--- config.mk ---
export PLATFORM = sky130hd
export DESIGN_NAME = rf_access_pipe_flat
export DESIGN_NICKNAME = d
export VERILOG_FILES = /design/src/rtl/rf_access_pipe_if.sv /design/src/rtl/rf_access_pipe.sv /design/src/flat_wrapper.sv
export SDC_FILE = /design/constraint.sdc
export NUM_CORES = 1
export LEC_CHECK = 0
export BUFFER_PORTS_ARGS = -buffer_cell sky130_fd_sc_hd__buf_2
export CAP_MARGIN = 10
export CORE_UTILIZATION = 45
export DETAILED_ROUTE_END_ITERATION = 6
export GPL_TIMING_DRIVEN = 0
export SLEW_MARGIN = 0
export SYNTH_ARGS = -nofsm -noshare
export SYNTH_HDL_FRONTEND = slang
export SYNTH_SLANG_ARGS = --single-unit
export TNS_END_PERCENT = 100
--- constraint.sdc ---
create_clock -name clk -period 8.2 [get_ports clk]
set_clock_uncertainty 0.05 [all_clocks]
set_input_delay 1.23 -clock clk [delete_from_list [all_inputs] [get_ports clk]]
set_output_delay 1.23 -clock clk [all_outputs]
set_load 0.1 [all_outputs]
--- src/rtl/rf_access_pipe_if.sv ---
// rf_access_pipe_if: issue, operand-bundle, writeback and status signals of the
// register-file access pipe.
// master = decode/writeback side (drives instructions and writebacks).
// slave  = rf_access_pipe itself.
interface rf_access_pipe_if #(
  parameter int DATA_W = 20,
  parameter int ADDR_W = 4
) ();

  logic              in_valid;
  logic              in_ready;
  logic [1:0]        op_class;
  logic [ADDR_W-1:0] f1;
  logic [ADDR_W-1:0] f2;
  logic [ADDR_W-1:0] f3;

  logic              out_valid;
  logic              out_ready;
  logic [DATA_W-1:0] rd1_data;
  logic [DATA_W-1:0] rd2_data;
  logic [ADDR_W-1:0] dr;
  logic              dr_we;

  logic              wb_en;
  logic              wb_src;
  logic [ADDR_W-1:0] wb_addr;
  logic [DATA_W-1:0] ram_data;
  logic [DATA_W-1:0] alu_data;

  logic [15:0]       stall_cnt;

  modport master (
    output in_valid, op_class, f1, f2, f3,
    output out_ready,
    output wb_en, wb_src, wb_addr, ram_data, alu_data,
    input  in_ready, out_valid, rd1_data, rd2_data, dr, dr_we, stall_cnt
  );

  modport slave (
    input  in_valid, op_class, f1, f2, f3,
    input  out_ready,
    input  wb_en, wb_src, wb_addr, ram_data, alu_data,
    output in_ready, out_valid, rd1_data, rd2_data, dr, dr_we, stall_cnt
  );

endinterface

--- src/rtl/rf_access_pipe.sv ---
// rf_access_pipe: register file with class-based operand decode, registered
// two-port read, RAM/ALU writeback and a per-register load scoreboard that
// stalls issue on load-use hazards.
// Optional feature macro: RF_BYPASS_EN
//   defined   -> write-first forwarding of same-cycle writeback data, and a
//                clearing RAM writeback masks the hazard on that source.
//   undefined -> reads see the pre-write value; a dependent instruction waits
//                one extra cycle after its load data returns.
module rf_access_pipe #(
  parameter int DATA_W  = 20,
  parameter int REG_CNT = 16,
  parameter int ADDR_W  = 4
) (
  input  logic            clk,
  input  logic            rst,
  rf_access_pipe_if.slave bus
);

  typedef enum logic [1:0] {
    OP_ARITH  = 2'b00,
    OP_LOAD   = 2'b01,
    OP_STORE  = 2'b10,
    OP_BRANCH = 2'b11
  } opClass_e;

  // Register count widened by one bit so it can be compared with any address.
  localparam logic [ADDR_W:0] REG_CNT_L = (ADDR_W + 1)'(REG_CNT);

  function automatic logic addrInRange(input logic [ADDR_W-1:0] a);
    return ({1'b0, a} < REG_CNT_L);
  endfunction

  // Architectural state
  logic [DATA_W-1:0]  regFile_q [REG_CNT];
  logic [REG_CNT-1:0] pend_q, pend_d;
  logic [15:0]        stallCnt_q, stallCnt_d;

  // Output bundle register
  logic               outValid_q;
  logic [DATA_W-1:0]  rd1_q, rd2_q;
  logic [ADDR_W-1:0]  dr_q;
  logic               drWe_q;

  // Decode / datapath nets
  opClass_e           opClass;
  logic [ADDR_W-1:0]  src1, src2, drDec;
  logic               drWeDec;
  logic [DATA_W-1:0]  wbData;
  logic               wbWrite, wbClear;
  logic [DATA_W-1:0]  rd1Val, rd2Val;
  logic               pend1, pend2, hz;
  logic               inReady, accept;

  assign opClass = opClass_e'(bus.op_class);

  // Map instruction fields onto source/destination registers by class.
  always_comb begin
    src1    = bus.f2;
    src2    = bus.f3;
    drDec   = bus.f1;
    drWeDec = 1'b1;
    case (opClass)
      OP_ARITH, OP_LOAD: begin
        src1    = bus.f2;
        src2    = bus.f3;
        drDec   = bus.f1;
        drWeDec = 1'b1;
      end
      OP_STORE: begin
        src1    = bus.f1;
        src2    = bus.f3;
        drDec   = bus.f1;
        drWeDec = 1'b0;
      end
      OP_BRANCH: begin
        src1    = bus.f1;
        src2    = bus.f2;
        drDec   = '0;
        drWeDec = 1'b0;
      end
      default: begin
        src1    = bus.f2;
        src2    = bus.f3;
        drDec   = bus.f1;
        drWeDec = 1'b1;
      end
    endcase
  end

  // Writeback data select and qualifiers; out-of-range addresses are dropped.
  always_comb begin
    wbData  = bus.wb_src ? bus.alu_data : bus.ram_data;
    wbWrite = bus.wb_en & addrInRange(bus.wb_addr);
    wbClear = wbWrite & ~bus.wb_src;
  end

  // Read both sources and their scoreboard bits, forwarding when enabled.
  always_comb begin
    rd1Val = addrInRange(src1) ? regFile_q[src1] : '0;
    rd2Val = addrInRange(src2) ? regFile_q[src2] : '0;
    pend1  = addrInRange(src1) & pend_q[src1];
    pend2  = addrInRange(src2) & pend_q[src2];
`ifdef RF_BYPASS_EN
    if (wbWrite && (bus.wb_addr == src1)) begin
      rd1Val = wbData;
    end
    if (wbWrite && (bus.wb_addr == src2)) begin
      rd2Val = wbData;
    end
    if (wbClear && (bus.wb_addr == src1)) begin
      pend1 = 1'b0;
    end
    if (wbClear && (bus.wb_addr == src2)) begin
      pend2 = 1'b0;
    end
`endif
  end

  // Issue handshake: block on hazards and on an unconsumed output bundle.
  always_comb begin
    hz      = pend1 | pend2;
    inReady = ~rst & ~hz & (~outValid_q | bus.out_ready);
    accept  = bus.in_valid & inReady;
  end

  // Scoreboard next state: writeback clear first so a same-cycle load set wins.
  always_comb begin
    pend_d = pend_q;
    if (wbClear) begin
      pend_d[bus.wb_addr] = 1'b0;
    end
    if (accept && (opClass == OP_LOAD) && addrInRange(bus.f1)) begin
      pend_d[bus.f1] = 1'b1;
    end
  end

  // Saturating count of cycles an offered instruction was held by a hazard.
  always_comb begin
    stallCnt_d = stallCnt_q;
    if (bus.in_valid && hz && (stallCnt_q != 16'hFFFF)) begin
      stallCnt_d = stallCnt_q + 16'd1;
    end
  end

  // Register array: reset clears everything and overrides any writeback.
  always_ff @(posedge clk) begin
    if (rst) begin
      for (int i = 0; i < REG_CNT; i++) begin
        regFile_q[i] <= '0;
      end
    end else if (wbWrite) begin
      regFile_q[bus.wb_addr] <= wbData;
    end
  end

  // Scoreboard and stall counter state.
  always_ff @(posedge clk) begin
    if (rst) begin
      pend_q     <= '0;
      stallCnt_q <= '0;
    end else begin
      pend_q     <= pend_d;
      stallCnt_q <= stallCnt_d;
    end
  end

  // Output bundle: load on accept, drop when consumed, otherwise hold.
  always_ff @(posedge clk) begin
    if (rst) begin
      outValid_q <= 1'b0;
      rd1_q      <= '0;
      rd2_q      <= '0;
      dr_q       <= '0;
      drWe_q     <= 1'b0;
    end else if (accept) begin
      outValid_q <= 1'b1;
      rd1_q      <= rd1Val;
      rd2_q      <= rd2Val;
      dr_q       <= drDec;
      drWe_q     <= drWeDec;
    end else if (outValid_q && bus.out_ready) begin
      outValid_q <= 1'b0;
    end
  end

  assign bus.in_ready  = inReady;
  assign bus.out_valid = outValid_q;
  assign bus.rd1_data  = rd1_q;
  assign bus.rd2_data  = rd2_q;
  assign bus.dr        = dr_q;
  assign bus.dr_we     = drWe_q;
  assign bus.stall_cnt = stallCnt_q;

endmodule

--- src/flat_wrapper.sv ---
// flat-port wrapper written by rule: the top's interface ports become plain ports
module rf_access_pipe_flat 
#(
  parameter int DATA_W  = 20,
  parameter int REG_CNT = 16,
  parameter int ADDR_W  = 4
)
  (clk, rst, bus_in_valid, bus_op_class, bus_f1, bus_f2, bus_f3, bus_out_ready, bus_wb_en, bus_wb_src, bus_wb_addr, bus_ram_data, bus_alu_data, bus_in_ready, bus_out_valid, bus_rd1_data, bus_rd2_data, bus_dr, bus_dr_we, bus_stall_cnt);
  rf_access_pipe_if #(.DATA_W(DATA_W), .ADDR_W(ADDR_W)) bus_i ();
  input  logic clk;
  input  logic rst;
  input wire logic [$bits(bus_i.in_valid)-1:0] bus_in_valid;
  input wire logic [$bits(bus_i.op_class)-1:0] bus_op_class;
  input wire logic [$bits(bus_i.f1)-1:0] bus_f1;
  input wire logic [$bits(bus_i.f2)-1:0] bus_f2;
  input wire logic [$bits(bus_i.f3)-1:0] bus_f3;
  input wire logic [$bits(bus_i.out_ready)-1:0] bus_out_ready;
  input wire logic [$bits(bus_i.wb_en)-1:0] bus_wb_en;
  input wire logic [$bits(bus_i.wb_src)-1:0] bus_wb_src;
  input wire logic [$bits(bus_i.wb_addr)-1:0] bus_wb_addr;
  input wire logic [$bits(bus_i.ram_data)-1:0] bus_ram_data;
  input wire logic [$bits(bus_i.alu_data)-1:0] bus_alu_data;
  output wire logic [$bits(bus_i.in_ready)-1:0] bus_in_ready;
  output wire logic [$bits(bus_i.out_valid)-1:0] bus_out_valid;
  output wire logic [$bits(bus_i.rd1_data)-1:0] bus_rd1_data;
  output wire logic [$bits(bus_i.rd2_data)-1:0] bus_rd2_data;
  output wire logic [$bits(bus_i.dr)-1:0] bus_dr;
  output wire logic [$bits(bus_i.dr_we)-1:0] bus_dr_we;
  output wire logic [$bits(bus_i.stall_cnt)-1:0] bus_stall_cnt;
  assign bus_i.in_valid = bus_in_valid;
  assign bus_i.op_class = bus_op_class;
  assign bus_i.f1 = bus_f1;
  assign bus_i.f2 = bus_f2;
  assign bus_i.f3 = bus_f3;
  assign bus_i.out_ready = bus_out_ready;
  assign bus_i.wb_en = bus_wb_en;
  assign bus_i.wb_src = bus_wb_src;
  assign bus_i.wb_addr = bus_wb_addr;
  assign bus_i.ram_data = bus_ram_data;
  assign bus_i.alu_data = bus_alu_data;
  assign bus_in_ready = bus_i.in_ready;
  assign bus_out_valid = bus_i.out_valid;
  assign bus_rd1_data = bus_i.rd1_data;
  assign bus_rd2_data = bus_i.rd2_data;
  assign bus_dr = bus_i.dr;
  assign bus_dr_we = bus_i.dr_we;
  assign bus_stall_cnt = bus_i.stall_cnt;
  rf_access_pipe #(.DATA_W(DATA_W), .REG_CNT(REG_CNT), .ADDR_W(ADDR_W)) u_core (.clk(clk), .rst(rst), .bus(bus_i));
endmodule
Yosys cells after proc, flatten, opt, wreduce, memory -nomap -nowiden

Memories as Yosys holds them, arrays and structs flattened. A register that Yosys moved wholly into a read port is not among the register bits.
Cells that the tools add are included.

Bits of input ports: 64
Memories: 1
Word-level logic and storage cells: 67
Register bits after elaboration: 38
Output and inout bits: 63
Bits in latches: 0
ROM bits: 0
RAM bits: 320

Reductions and logical operators: 12
Bitwise gates (word level): 13
Eq/ne operators: 4
Add/sub/neg operators: 1
Multiply operators: 0
Shifts and indexed selects: 0
Magnitude comparators: 6
Multiplexer cells: 25
Div/mod/pow operators: 0

Memories:

| memory           | depth | width | rd ports | clocked after Yosys merged registers in | wr ports | line                 | text |
|---|---|---|---|---|---|---|---|
| u_core.regFile_q | 16    | 20    | 2        | 2                                       | 16       | rf_access_pipe.sv:34 | `logic [DATA_W-1:0] regFile_q [REG_CNT];` |

Operator list:

| operator              | count |
|---|---|
| $mux 20               | 2 |
| $mux 16               | 2 |
| $pmux 4 s2            | 3 |
| $lt 4x5->1 const B    | 4 |
| $reduce_or 20->1      | 1 |
| $add 16x1->16 const B | 1 |
| $and 16x16->16        | 1 |
| $ne 16x16->1 const B  | 1 |
| $not 16->16           | 1 |
| $or 16x16->16         | 1 |
| $mux 1                | 12 |
| $bmux 1 s4            | 2 |
| $demux 1 s4           | 2 |
| $ge 4x1->1 const B    | 2 |
| $logic_and 1x1->1     | 6 |
| $and 1x1->1           | 4 |
| $eq 2x2->1 const B    | 2 |
| $mux 4                | 1 |
| $not 1->1             | 4 |
| $reduce_or 2->1       | 2 |
| $reduce_or 3->1       | 1 |
| $eq 2x1->1 const B    | 1 |
| $logic_not 2->1       | 1 |
| $or 1x1->1            | 2 |
| other kinds (2)       | 2 |

Depth between registers and ports, before layout

Depth in word-level cells: 12
Mapped depth: 12

Worst setup path after synthesis

OpenSTA, ideal clock, no wires.

Path type: input -> output
From: in bus_op_class[1]
To: out bus_in_ready
Slack: 2.089 ns
Buffers on the path: 2
Cell stages on the path: 8
Arrival time: 4.831 ns
Required time: 6.920 ns
Cells stage by stage: buf_6 > mux2i_1 > buf_2 > mux4_2 > nand3_1 > nand4_1 > or2_2 > nor3_1

Word-level cells in the longest chain between the ends: 9
Elaborated cells between the ends (all ways): 17
Those cells by class: eq/ne: 3; mux: 6; bitwise: 4; reduce/logical: 4

Ends and longest elaborated chain:

| what                                              | line                                         | text |
|---|---|---|
| start: declaration                                | flat_wrapper.sv:13                           | `input wire logic [$bits(bus_i.op_class)-1:0] bus_op_class;` |
| $eq 2x2->1 (tied with other cells)                | rf_access_pipe.sv:62                         | `case (opClass)` |
| $reduce_or 3->1 (no line) (tied with other cells) | n/a                                          |  |
| $pmux 4 s2                                        | rf_access_pipe.sv:62                         |  |
| $bmux 1 s4, on equally long branches              | rf_access_pipe.sv:102, rf_access_pipe.sv:101 |  |
| $mux 1, on equally long branches                  | rf_access_pipe.sv:102, rf_access_pipe.sv:101 |  |
| $or 1x1->1 (*)                                    | rf_access_pipe.sv:121                        | `hz = pend1 \| pend2;` |
| $not 1->1 (*)                                     | rf_access_pipe.sv:122                        | `inReady = ~rst & ~hz & (~outValid_q \| bus.out_ready);` |
| $and 1x1->1 (*) (2 in a row)                      | rf_access_pipe.sv:122                        |  |
| end: declaration                                  | flat_wrapper.sv:23                           | `output wire logic [$bits(bus_i.in_ready)-1:0] bus_in_ready;` |

Every way passes the cells marked *; elsewhere a longest branch is shown, timed or not. The select of a mux whose other input is x is not followed.

Worst setup path after layout

From: in bus_op_class[0]
To: out bus_in_ready

Same word-level chain as after synthesis.

==> impl_metrics.ini <==
[power]
power_density_nw_per_um2 = 231
ir_drop_mv = 0.169
p_leak_nw = 8.73

[drt]
drtAntennaViolNets = 0
met3WireLength_mm = 8.71
top_layer_used = met4
routedWlPerCell_um = 29.1
wl_met2_mm = 38.3
drt_iter0_drc = 2791
drc = 0
drt-total-wl_mm = 87.6
vias = 18800
dr.pass1.iters = 6
wl_met1_mm = 34.1
viasPerCell = 6.26

[min_path]
hp-class = flip-flop to flip-flop

[critical_path]
cp_max_fo = 9
cp_slowest_cell = o21ai_2
cp-end-kind = primary output
arrival_ns = 3.93
path_cells = buf_2 > and2_1 > buf_6 > o21ai_2 > a32o_1 > a211o_1 > o21ai_2 > or2_2 > nor3_1 > buf_2
worstSetupStartpointType = input port
slowest_delay_ns = 0.77
crit_type = input port to primary output
worstPathRequired_ns = 6.92

[clocking]
cts_tree = built
clk_pin_slew_ns = 0.06
numCtsBuffers = 44
cts_resized = 0
cts_hold_buf = 0
post_cts_buffers = 0
cts.path.max_buffers = 3
clock_latency_ns = 0.60
clock-root-buffer = clkbuf_16
htree_levels = 2
clock_sinks = 398

[placed_design]
hpwl_mm = 62.9
dp_slack_ns = 3.07
gp_congestion = 1.04
io_buffers = 121

[synth]
syn-num-nets = 2265
synth-edff-count = 320
synth_flop_cell = edfxtp_1
yosys_warnings = 0
ys_seq_elements = 398
synthCells = 2200
synthesis.area_um2 = 20800
yosysUniqueCellTypes = 60
syn_area_per_cell_um2 = 9.44
async_flop_share_pct = 0
synth_seq_area_share_pct = 53.8

[timing]
setup_violations = 0
fmax_mhz = 192
period_share_pct = 63.5
maxSlewViolCount = 0
period_minus_slack_ns = 5.21
slew_headroom_pct = 9.29
setup_slack_ns = 2.99
rsz0062_at_grt = no
finalHoldViolCount = 0
finalSetupTns_ns = 0
tightest_slew_ns = 1.36

[layout]
drive_gt1_share_pct = 10.8
finish.net_count = 2436
multiInputGateArea_um2 = 8820
num_antenna_cells = 0
area_growth_pct = 14.0
fill_cells = 4307
regArea_um2 = 11200

[die]
die_area_um2 = 47000
die-width_um = 217
coreArea_um2 = 45500
initial_core_util_pct = 45.7
pin_count = 127
core.rowCount = 78
die_h_um = 217

[global_routing]
grt_max_degree = 21
antenna_found_initial = 0
grt_pass1_vias = 17200
groute.usage.overall_pct = 36.8
grt_first_pass_wirelength_mm = 121
grt.overflow.total = 0

[outcome]
status = finished clean

[run]
cap_violations = 0
[where the power goes]
part / internal [mW] / switching [mW] / leakage, nW
combinational: 0.244 / 0.745 / 4.32
sequential: 2.29 / 0.0632 / 3.68
clock: 1.24 / 0.867 / 0.730
[sequential cells by signal, indices dropped and copies added (netlist names)]
name and count:
u_core.bus.out_valid 1, u_core.bus.rd1_data 20, u_core.pend_q 16, u_core.regFile_q 320, u_core.bus.dr 4, u_core.bus.rd2_data 20
u_core.bus.dr_we 1, u_core.bus.stall_cnt 16
[layout make-up]
type | count | area share, %
tap | 600 | 3.17
timing repair buffer | 125 | 2.73
clock buffer | 55 | 5.00
clock inverter | 27 | 1.32
inverter | 4 | 0.0634
multi-input combinational | 1608 | 37.2
sequential | 398 | 47.2
buffer | 190 | 3.29
[metrics by stage]
step	instance area (um^2)	util (%)	total power [mW]	hold WS, ns	cells
final	23700	52.1	5.46	0.399	3007
after detailed placement	22200	48.7	3.35	0.394	2924
after global placement	22100	48.6	3.34	0.388	2921
after CTS	23700	52.0	5.43	0.402	3006
after global routing	23700	52.1	5.57	0.418	3007
after floorplan	20800	-	2.97	0.402	2200
[worst max-delay path, delay by kind of cell]
kind	cells	cell delay (ns)
AOI/OAI and AO/OA	4	1.25
buffers and inverters	3	0.75
and+or+nand+nor	3	0.69
[path summary, 6_finish.rpt]
| path | startpoint | to | slack (ns) | cells after the start |
|---|---|---|---|---|
| setup / recovery | bus_op_class[0] | bus_in_ready | 2.99 | 10 |
| hold / removal | u_core.bus.dr[3] | u_core.bus.dr[3] | 0.40 | 2 |
| setup reg to reg | u_core.pend_q[2] | u_core.bus.rd2_data[19] | 5.20 | 8 |
| hold reg to reg | u_core.bus.dr[3] | u_core.bus.dr[3] | 0.40 | 2 |
[layer usage]
layer | track usage, % | up-vias
li1 | - | 8171
met1 | 48.3 | 9150
met2 | 56.3 | 1234
met3 | 6.05 | 263
met4 | 24.4 | 0
met5 | 0 | -
[placed cells by master (no fill, tap or decap), types with 7 or more instances in the layout]
master / count
o31ai_1: 17
nand3_1: 180
or3_1: 12
nand2b_1: 7
clkbuf_16: 45
a31oi_1: 21
mux4_2: 22
bufinv_16: 7
buf_2: 146
a311oi_1: 29
buf_1: 18
nor3_1: 7
clkbuf_1: 150
nor2_1: 344
clkinv_1: 9
and2_1: 40
o21ai_0: 10
a211oi_1: 62
nand2_1: 503
o22ai_1: 16
a21oi_1: 108
clkinv_2: 8
dfxtp_1: 78
mux2i_1: 132
and3_1: 10
edfxtp_1: 320
a32o_1: 21
[Yosys cell counts (10+ instances only)]
master    instances  area share [%]
mux4_2           22             2.4
o21ai_0          10            0.24
mux2i_1         132             6.4
dfxtp_1          78             7.5
and3_1           10            0.30
nand2_1         503             9.1
edfxtp_1        320              46
a31oi_1          21            0.63
o22ai_1          16            0.48
nor2_1          344             6.2
o31ai_1          17            0.61
buf_1            18            0.33
buf_2            25            0.60
clkbuf_1        142             2.6
a211oi_1         62             2.2
a32o_1           21             1.0
nand3_1         180             4.3
and2_1           40             1.2
a21oi_1         108             2.6
or3_1            12            0.36
a311oi_1         29             1.2
[logic make-up after synthesis]
family | after synthesis | share of synthesized area [%]
compound gates | 303 | 9.81
xor+xnor | 1 | 0.0422
fa+ha+maj | 1 | 0.0602
buf+inv | 194 | 3.82
flops | 398 | 53.8
mux | 163 | 9.29
simple gates | 1140 | 23.2
No activity file was read; power rests on OpenSTA's default activity.
